**config.mk**
```make
export PLATFORM = sky130hd
export DESIGN_NAME = comparison_sequencer_flat
export DESIGN_NICKNAME = d
export VERILOG_FILES = /design/src/rtl/comparison_pkg.sv /design/src/rtl/comparison_if.sv /design/src/rtl/comparison_sequencer_dwell_timer.sv /design/src/rtl/comparison_sequencer.sv /design/src/flat_wrapper.sv
export SDC_FILE = /design/constraint.sdc
export NUM_CORES = 1
export LEC_CHECK = 0
export CORE_UTILIZATION = 45
export DETAILED_ROUTE_END_ITERATION = 12
export PLACE_DENSITY_LB_ADDON = 0.3
export SETUP_SLACK_MARGIN = 0.02
export SLEW_MARGIN = 20
export SYNTH_ARGS = -nofsm -noshare
export SYNTH_HDL_FRONTEND = slang
export SYNTH_SLANG_ARGS = --single-unit
```
**constraint.sdc**
```tcl
create_clock -name clk -period 2 [get_ports clk]
set_input_delay 0.5 -clock clk [delete_from_list [all_inputs] [get_ports clk]]
set_output_delay 0.5 -clock clk [all_outputs]
set_load 0.01 [all_outputs]
```
**src/rtl/comparison_pkg.sv**
```systemverilog
// Shared constants, state encoding and result-format helper
// for the comparison sequencer.
package comparison_pkg;

    localparam logic [1:0] OP_EQ  = 2'd0;
    localparam logic [1:0] OP_GT  = 2'd1;
    localparam logic [1:0] OP_LT  = 2'd2;
    localparam logic [1:0] OP_MAX = 2'd3;

    localparam int RESULT_W = 8;

    typedef enum logic [1:0] {
        IDLE = 2'd0,
        RUN  = 2'd1,
        SHOW = 2'd2
    } state_t;

    // Booleans may only use bit 0; max may only use the low nibble.
    function automatic logic formatOk(
        input logic [1:0]          op,
        input logic [RESULT_W-1:0] r
    );
        if (op == OP_MAX) return (r[7:4] == 4'd0);
        return (r[7:1] == 7'd0);
    endfunction

endpackage

```
**src/rtl/comparison_if.sv**
```systemverilog
// Bus between the sequencer and the combinational
// comparison datapath.
interface comparison_if;
    import comparison_pkg::*;

    logic [3:0]          cmp_x;
    logic [3:0]          cmp_y;
    logic [1:0]          op_sel;
    logic [RESULT_W-1:0] cmp_result;

    modport master (
        output cmp_x,
        output cmp_y,
        output op_sel,
        input  cmp_result
    );

    modport slave (
        input  cmp_x,
        input  cmp_y,
        input  op_sel,
        output cmp_result
    );

endinterface

```
**src/rtl/comparison_sequencer_dwell_timer.sv**
```systemverilog
// DWELL-cycle counter: one-cycle tick every DWELL
// un-cleared cycles, restarting from zero on clear.
module dwell_timer #(
    parameter int DWELL = 50_000_000
) (
    input  logic clk,
    input  logic reset_n,
    input  logic clear,
    output logic tick
);

    localparam int CW = (DWELL > 1) ? $clog2(DWELL) : 1;
    localparam logic [CW-1:0] LAST = CW'(DWELL - 1);

    logic [CW-1:0] cnt;

    assign tick = !clear && (cnt == LAST);

    always_ff @(posedge clk or negedge reset_n) begin
        if (!reset_n) begin
            cnt <= '0;
        end else if (clear || tick) begin
            cnt <= '0;
        end else begin
            cnt <= cnt + CW'(1);
        end
    end

endmodule

```
**src/rtl/comparison_sequencer.sv**
```systemverilog
// Steps the comparison datapath through all four ops,
// captures the results and rotates them onto the display.
module comparison_sequencer
    import comparison_pkg::*;
#(
    parameter int DWELL = 50_000_000
) (
    input  logic                clk,
    input  logic                reset_n,
    input  logic                start,
    input  logic [3:0]          x_in,
    input  logic [3:0]          y_in,
    comparison_if.master        dp,
    output logic                busy,
    output logic                done,
    output logic                eq,
    output logic                gt,
    output logic                lt,
    output logic [3:0]          max_val,
    output logic                err,
    output logic [1:0]          disp_op,
    output logic [RESULT_W-1:0] disp_value
);

    state_t state;
    state_t nextState;

    logic [1:0]          k;
    logic [3:0]          xReg;
    logic [3:0]          yReg;
    logic [RESULT_W-1:0] res [4];
    logic [1:0]          dispOp;
    logic                accept;
    logic                capture;
    logic                tick;

    always_ff @(posedge clk or negedge reset_n) begin
        if (!reset_n) begin
            state <= IDLE;
        end else begin
            state <= nextState;
        end
    end

    always_comb begin
        nextState = state;
        accept    = 1'b0;
        capture   = 1'b0;
        unique case (state)
            IDLE: begin
                if (start) begin
                    accept    = 1'b1;
                    nextState = RUN;
                end
            end
            RUN: begin
                capture = 1'b1;
                if (k == OP_MAX) nextState = SHOW;
            end
            SHOW: begin
                if (start) begin
                    accept    = 1'b1;
                    nextState = RUN;
                end
            end
            default: nextState = IDLE;
        endcase
    end

    always_ff @(posedge clk or negedge reset_n) begin
        if (!reset_n) begin
            xReg    <= '0;
            yReg    <= '0;
            k       <= '0;
            done    <= 1'b0;
            eq      <= 1'b0;
            gt      <= 1'b0;
            lt      <= 1'b0;
            max_val <= '0;
            err     <= 1'b0;
            for (int i = 0; i < 4; i++) res[i] <= '0;
        end else begin
            done <= capture && (k == OP_MAX);
            if (accept) begin
                xReg <= x_in;
                yReg <= y_in;
                k    <= '0;
                err  <= 1'b0;
            end
            if (capture) begin
                res[k] <= dp.cmp_result;
                k      <= k + 2'd1;
                if (!formatOk(k, dp.cmp_result)) err <= 1'b1;
                unique case (k)
                    OP_EQ:  eq      <= dp.cmp_result[0];
                    OP_GT:  gt      <= dp.cmp_result[0];
                    OP_LT:  lt      <= dp.cmp_result[0];
                    OP_MAX: max_val <= dp.cmp_result[3:0];
                    default: ;
                endcase
            end
        end
    end

    dwell_timer #(
        .DWELL(DWELL)
    ) u_dwell (
        .clk    (clk),
        .reset_n(reset_n),
        .clear  (state != SHOW),
        .tick   (tick)
    );

    // Rotation only survives while staying in SHOW; any entry restarts at op 0.
    always_ff @(posedge clk or negedge reset_n) begin
        if (!reset_n) begin
            dispOp <= '0;
        end else if (state == SHOW && nextState == SHOW) begin
            if (tick) dispOp <= dispOp + 2'd1;
        end else begin
            dispOp <= '0;
        end
    end

    always_comb begin
        dp.op_sel = 2'd0;
        unique case (state)
            RUN:     dp.op_sel = k;
            SHOW:    dp.op_sel = dispOp;
            default: dp.op_sel = 2'd0;
        endcase
    end

    assign dp.cmp_x    = xReg;
    assign dp.cmp_y    = yReg;
    assign busy        = (state == RUN);
    assign disp_op     = dispOp;
    assign disp_value  = (state == SHOW) ? res[dispOp] : '0;

endmodule
```
**src/flat_wrapper.sv**
```systemverilog
// flat-port wrapper written by rule: the top's interface ports become plain ports
module comparison_sequencer_flat import comparison_pkg::*;
#(
    parameter int DWELL = 50_000_000
)
  (clk, reset_n, start, x_in, y_in, busy, done, eq, gt, lt, max_val, err, disp_op, disp_value, dp_cmp_x, dp_cmp_y, dp_op_sel, dp_cmp_result);
  comparison_if dp_i ();
  input  logic clk;
  input  logic reset_n;
  input  logic start;
  input  logic [3:0] x_in;
  input  logic [3:0] y_in;
  output logic busy;
  output logic done;
  output logic eq;
  output logic gt;
  output logic lt;
  output logic [3:0] max_val;
  output logic err;
  output logic [1:0] disp_op;
  output logic [RESULT_W-1:0] disp_value;
  output wire logic [$bits(dp_i.cmp_x)-1:0] dp_cmp_x;
  output wire logic [$bits(dp_i.cmp_y)-1:0] dp_cmp_y;
  output wire logic [$bits(dp_i.op_sel)-1:0] dp_op_sel;
  input wire logic [$bits(dp_i.cmp_result)-1:0] dp_cmp_result;
  assign dp_cmp_x = dp_i.cmp_x;
  assign dp_cmp_y = dp_i.cmp_y;
  assign dp_op_sel = dp_i.op_sel;
  assign dp_i.cmp_result = dp_cmp_result;
  comparison_sequencer #(.DWELL(DWELL)) u_core (.clk(clk), .reset_n(reset_n), .start(start), .x_in(x_in), .y_in(y_in), .dp(dp_i), .busy(busy), .done(done), .eq(eq), .gt(gt), .lt(lt), .max_val(max_val), .err(err), .disp_op(disp_op), .disp_value(disp_value));
endmodule
```
==> results of run 1 <==
worst register-to-register path, cell delays in order (launching register included):
cell,delay [ps]
dfrtp_1,360
ha_2,180
nand4_1,170
buf_4,210
or3_4,400
or4_1,410
a21oi_1,130
placed cells by master (no fill, tap or decap), types with 3 or more instances in the layout:
master	count
buf_4	37
a21oi_1	13
nor3_1	6
o31ai_1	8
nor4_1	4
nand4_1	6
buf_2	5
or4_4	3
inv_1	10
nand3_1	9
or4_1	8
nor2_1	19
dfrtp_1	70
ha_1	5
dfrtp_2	4
clkdlybuf4s50_1	34
clkbuf_8	11
xor2_1	4
mux2_2	40
and2_4	5
or3_1	5
buf_6	9
nand2_1	14
o21ai_0	8
and2_1	4
ha_4	3
mux4_2	8
xnor2_1	9
clkinvlp_4	3
kinds of logic after synthesis:
logic type	synth area share, %
DFF	51.2
adders and majority gates	3.11
buffers and inverters	3.60
and+or+nand+nor	14.9
xor gates and xnor gates	3.15
AOI/OAI and AO/OA	6.67
muxes	17.4
worst paths after layout:
| path | end | cells after the start | from |
|---|---|---|---|
| worst min register to register | u_core.res[27]$_DFFE_PN0P_ | 1 | u_core.res[27]$_DFFE_PN0P_ |
| min in group clk | u_core.res[27]$_DFFE_PN0P_ | 1 | u_core.res[27]$_DFFE_PN0P_ |
| worst max register to register | u_core.disp_op[1]$_DFFE_PN0P_ | 6 | u_core.u_dwell.cnt[1]$_DFF_PN0_ |
| worst min-delay path | u_core.eq$_DFFE_PN0P_ | 1 | reset_n |
| worst max-delay path | disp_value[6] | 5 | u_core.disp_op[0]$_DFFE_PN0P_ |
| max in group asynchronous | u_core.res[17]$_DFFE_PN0P_ | 2 | reset_n |
timing repair:
item / in CTS / in global routing
pin swaps: 10 / 4
setup buffers: 4 / 8
hold buffers: 0 / 0
gates resized for setup: 65 / 16
endpoints found under the setup margin: 36 / 36
gates cloned: 0 / 1
power by group through the flow:
stage / sequential (mW) / combinational, mW / clock, mW
CTS: 2.23 / 1.93 / 1.09
global placement: 2.22 / 1.81 / 0
finish: 2.24 / 1.95 / 1.06
detailed placement: 2.25 / 1.86 / 0
global route: 2.30 / 2.11 / 1.14
floorplan: 2.24 / 1.05 / 0
metrics by stage:
| step | std cells | hold slack (ps) | setup TNS, ps | utilization, % |
|---|---|---|---|---|
| after floorplan | 304 | 204 | 0 | - |
| after global placement | 469 | 483 | -926 | 56.5 |
| after detailed placement | 469 | 488 | -1300 | 56.5 |
| after CTS | 488 | 140 | -1540 | 59.7 |
| after global routing | 497 | 157 | -2040 | 61.3 |
| final | 497 | 126 | -1410 | 61.3 |
final cells by class:
type / count / area [um^2]
Inverter: 12 / 47.5
Clock buffer: 11 / 151
Sequential cell: 74 / 1860
Tap cell: 102 / 128
Timing Repair Buffer: 90 / 813
Clock inverter: 4 / 27.5
Fill cell: 640 / 3010
Multi-Input combinational cell: 204 / 1740
sequential cells by signal (all words and copies together), names as in the netlist:
register,count
u_core.disp_op,2
u_core.done,1
u_core.dp.cmp_x,4
u_core.dp.cmp_y,4
u_core.eq,1
u_core.err,1
u_core.gt,1
u_core.k,2
u_core.max_val,4
u_core.res,26
u_core.state,2
u_core.u_dwell.cnt,26
per-layer routing:
layer / track usage [%] / part of all wire [%] / up-vias
met2: 35.2 / 52 / 76
met3: 5.47 / 4.3 / 17
met4: 10.2 / 2.6 / 0
met1: 25.1 / 41 / 1377
met5: 0 / 0 / -
li1: - / - / 1278
==> impl_metrics.toml, run 1 <==
[timing]
worst_pin_slew_ps = 525
slew_headroom_pct = 65.0
max_clock_freq_mhz = 449
rsz0062_at_grt = "yes"
final-setup-viol-count = 8
drv_slew = 0
skew_ps = 8.14
timing.final.ws_setup_ps = -229
fin_crit_sh_pct = 111
hold_violations = 0
period_minus_slack_ps = 2230

[setup_path]
cp_cell_sequence = "buf_6, buf_6, mux4_2, and2_4, buf_6"
cp_top_family = "multiplexers"
reg2reg_setup_slack_ps = 70
path_buf_inv = 3
worst_ep_required_time_ps = 1500
path_common_cell = "buf_6"
path_max_fanout = 4
crit_path_start_kind = "flop"
critPathKind = "reg -> out"
max_stage_delay_ps = 500
crit_path_end_kind = "output pin"
critPathArrivalTime_ps = 1730
slowest_stage = "mux4_2"

[yosys]
synthTopCellsByCount = "dfrtp_1, mux2_2, nor2_1"
synthesis.yosys.warnings = 0
yosysSeqAreaShare_pct = 51.2
yosysMostFrequentCell = "dfrtp_1"
synth_area_um2 = 3620
ys_types = 41
yosys.area.top_type_share_pct = 51.2
synth_edf_count = 0
synth_area_leaders = "dfrtp_1, mux2_2, mux4_2, ha_1, xnor2_1"
synth_flop_cell = "dfrtp_1"
async_reset_ff_share_pct = 100
synth_area_leader_cell = "dfrtp_1"
avgSynthCellArea_um2 = 11.9
syn_nets = 332
synthCells = 304
ys_seq_elements = 74

[finish]
antennaDiodeCount = 0
layout.nets = 419
final_cell_area_um2 = 4760
final_layout_size_suffix_gt1_share_pct = 37.5
area_growth_pct = 31.6

[global_routing]
grt.total_usage_pct = 21.0
grt_pass1_vias = 2843
gr-total-overflow = 0
grt_max_degree = 39
grt_first_pass_wirelength_um = 13500
antenna_found_initial = 0

[floorplanning]
die_x_um = 91.7
pin_count = 49
die_h_um = 91.7
start_util_pct = 46.6
design.die.area_um2 = 8400
num_rows = 32
core_um2 = 7770

[pwr]
irDropWorstVdd_uv = 578
switching_share_pct = 30.2
seqPwrFrac_pct = 42.7
p_leak_nw = 1.92
p_sw_mw = 1.59
power.density_nw_per_um2 = 1100
intPower_mw = 3.66
fin_total_pwr_mw = 5.25
p_comb_share_pct = 37.2
p_clk_share_pct = 20.1

[placement]
dpl_cell_area_um2 = 4390
dp_slack_ps = -174
portBuffers = 48
dp_hpwl_um = 5480
gp_congestion = 0.796

[detailed_routing]
dr.pass1.iters = 4
antenna_left = 0
wirelength_um = 8230
drc_errors = 0
vias_per_cell = 5.53
routedWlPerCell_um = 16.6
drt_iter0_markers = 102
vias = 2748

[cts]
clockBufferDepth = 2
numCtsBuffers = 9
cts.htree.levels = 3
clkTransAtPathRegs_ps = 80
cts.sinks = 74
clk_latency_ps = 340
cts_tree = "built"
cts-root-buf = "clkbuf_8"

[run_status]
outcome = "finished, violations left"
violations = "setup timing"

[min_path]
holdCritPathClass = "in -> async"

[job]
cap_violations = 0
(Power assumes the default switching activity.)
==> inputs of run 2 (changes only) <==
--- a/config.mk
+++ b/config.mk
@@ -5,6 +5,8 @@
 export SDC_FILE = /design/constraint.sdc
 export NUM_CORES = 1
 export LEC_CHECK = 0
+export CAP_MARGIN = 20
+export CORE_MARGIN = 2
 export CORE_UTILIZATION = 45
 export DETAILED_ROUTE_END_ITERATION = 12
 export PLACE_DENSITY_LB_ADDON = 0.3
==> run 2 against run 1 <==
  * The flow still finishes with violations (setup timing)
  * Combinational power is essentially flat
  * Clock skew grew 2.2 ps
  * Register-to-register slack lost 80 ps
  * Via count shrank 1.5%
  * Global-route usage shrank 1.5 points
  * Die area grew 4.4%
  * Cell count is the same
==> impl_metrics.toml, run 2 (synthesis gave the netlist of run 1 again) <==
[finish]
layout.nets = 418
antennaDiodeCount = 0
layout.cells.most_common_list = "dfrtp_1, mux2_2, clkdlybuf4s50_1"
register_area_um2 = 1860
final_layout_size_suffix_gt1_share_pct = 39.2
layout_commonest_cell = "dfrtp_1"
final_cells = 497
multi_input_area_um2 = 1740
nFillCells = 634
reg.largest.list = "u_core.res x26, u_core.u_dwell.cnt x26"
area_growth_pct = 34.1

[timing]
fin_crit_sh_pct = 112
period_minus_slack_ps = 2240
fin_setup_tns_ps = -1740
drv_slew = 0
max_clock_freq_mhz = 446
final-setup-viol-count = 9
timing.final.ws_setup_ps = -240
hold_violations = 0
rsz0062_at_grt = "yes"
worst_pin_slew_ps = 464
skew_ps = 10.3
slew_headroom_pct = 69.0

[floorplanning]
num_rows = 32
die_x_um = 93.7
die_h_um = 93.7
core_um2 = 7770
start_util_pct = 46.6
pin_count = 49
design.die.area_um2 = 8770

[detailed_routing]
vias = 2706
dr.pass1.iters = 4
wirelength_um = 8070
drt_iter0_markers = 148
routedWlPerCell_um = 16.2
antenna_left = 0
vias_per_cell = 5.44
drc_errors = 0

[cts]
clk_latency_ps = 350
cts.sinks = 74
cts_tree = "built"
clkTransAtPathRegs_ps = 80
cts_hold_buf = 0
clockBufferDepth = 2
numCtsBuffers = 9
cts-root-buf = "clkbuf_8"
cts.htree.levels = 3

[job]
cap_violations = 0

[setup_path]
crit_path_end_kind = "output pin"
cp_cell_sequence = "buf_6, buf_6, mux4_2, and2_4, buf_6"
max_stage_delay_ps = 480
path_max_fanout = 5
worst_ep_required_time_ps = 1500
cp_top_family = "multiplexers"
path_buf_inv = 3
critPathArrivalTime_ps = 1740
critPathKind = "reg -> out"
slowest_stage = "mux4_2"
crit_path_start_kind = "flop"
path_common_cell = "buf_6"

[placement]
portBuffers = 48
dp_hpwl_um = 5470
gp_congestion = 0.749
dp_cells = 465

[global_routing]
met3_usage_pct = 5.46
gr-total-overflow = 0
grtUsageMet2_pct = 33.6
top_usage_layer = "met2"
grt_use_met1_pct = 24.5
grt.total_usage_pct = 19.5
grt_first_pass_wirelength_um = 13300
grt_max_degree = 34
grt_pass1_vias = 2737
antenna_found_initial = 0

[pwr]
p_leak_nw = 1.97
power.density_nw_per_um2 = 1140
irDropWorstVdd_uv = 700

[run_status]
outcome = "finished, violations left"
violations = "setup timing"

[min_path]
holdCritPathClass = "in -> async"
-- run 2: cell types whose count changed in the layout (fill, tap and decap cells not counted), moves of 2 or more --
cell / change
buf_4: -9
buf_6: +7
or4_1: -4
clkinvlp_4: -3
inv_6: +3
or4_4: +3
a21oi_1: -2
a21oi_2: +2
buf_12: +2
bufinv_16: +2
ha_4: -2
-- run 2: path summary, 6_finish.rpt --
kind                                                      start                               end  slack, ps  cells past startpoint
worst max-delay path              u_core.disp_op[0]$_DFFE_PN0P_                     disp_value[0]       -240                      5
worst min-delay path                                    reset_n  u_core.u_dwell.cnt[21]$_DFF_PN0_         30                      1
worst max register to register  u_core.u_dwell.cnt[1]$_DFF_PN0_  u_core.u_dwell.cnt[24]$_DFF_PN0_        -10                      5
worst min register to register   u_core.dp.cmp_x[2]$_DFFE_PN0P_    u_core.dp.cmp_x[2]$_DFFE_PN0P_        510                      1
max in group asynchronous                               reset_n     u_core.disp_op[1]$_DFFE_PN0P_       1360                      2
min in group clk                 u_core.dp.cmp_x[2]$_DFFE_PN0P_    u_core.dp.cmp_x[2]$_DFFE_PN0P_        510                      1
-- run 2: where the power goes --
part / leakage [nW] / internal, mW / switching [mW]
Clock: 0.118 / 0.752 / 0.593
Sequential: 0.926 / 1.96 / 0.270
Combinational: 0.925 / 1.17 / 0.768
-- run 2: stage by stage --
stage | utilization [%] | hold slack [ps] | instance area [um^2] | setup slack [ps] | power [mW]
global placement | 56.3 | 409 | 4370 | -155 | 4.01
detailed placement | 56.3 | 406 | 4370 | -192 | 4.10
floorplan | - | 204 | 3620 | 50.6 | 3.29
CTS | 60.1 | 26.7 | 4670 | -250 | 5.44
global route | 62.5 | 31.9 | 4850 | -323 | 5.83
finish | 62.5 | 25.5 | 4850 | -240 | 5.52
-- run 2: per-layer routing --
metal	share of wire, %	vias to the layer above
met4	1.4	0
met2	52	64
li1	-	1273
met5	0	-
met3	4.5	14
met1	42	1355
-- run 2: area by class of cell --
cell class / count / share of cell area (%)
Clock buffer: 10 / 2.84
Tap cell: 102 / 2.63
Inverter: 12 / 0.928
Clock inverter: 6 / 1.96
Timing Repair Buffer: 88 / 17.5
Sequential cell: 74 / 38.3
Multi-Input combinational cell: 205 / 35.9
-- run 2: timing repair --
item / 4_1_cts / 5_1_grt
setup endpoints to repair: 16 / 34
pin swaps: 8 / 10
gates resized for setup: 58 / 34
buffers inserted: 9 / 5
cloned: 0 / 2
-- run 2: worst register-to-register path, cell delays in order, from the launching register on --
cell and delay [ps]:
dfrtp_1 370, ha_2 200, nand4_1 250, or3_4 500, or4_4 490, a21oi_2 140
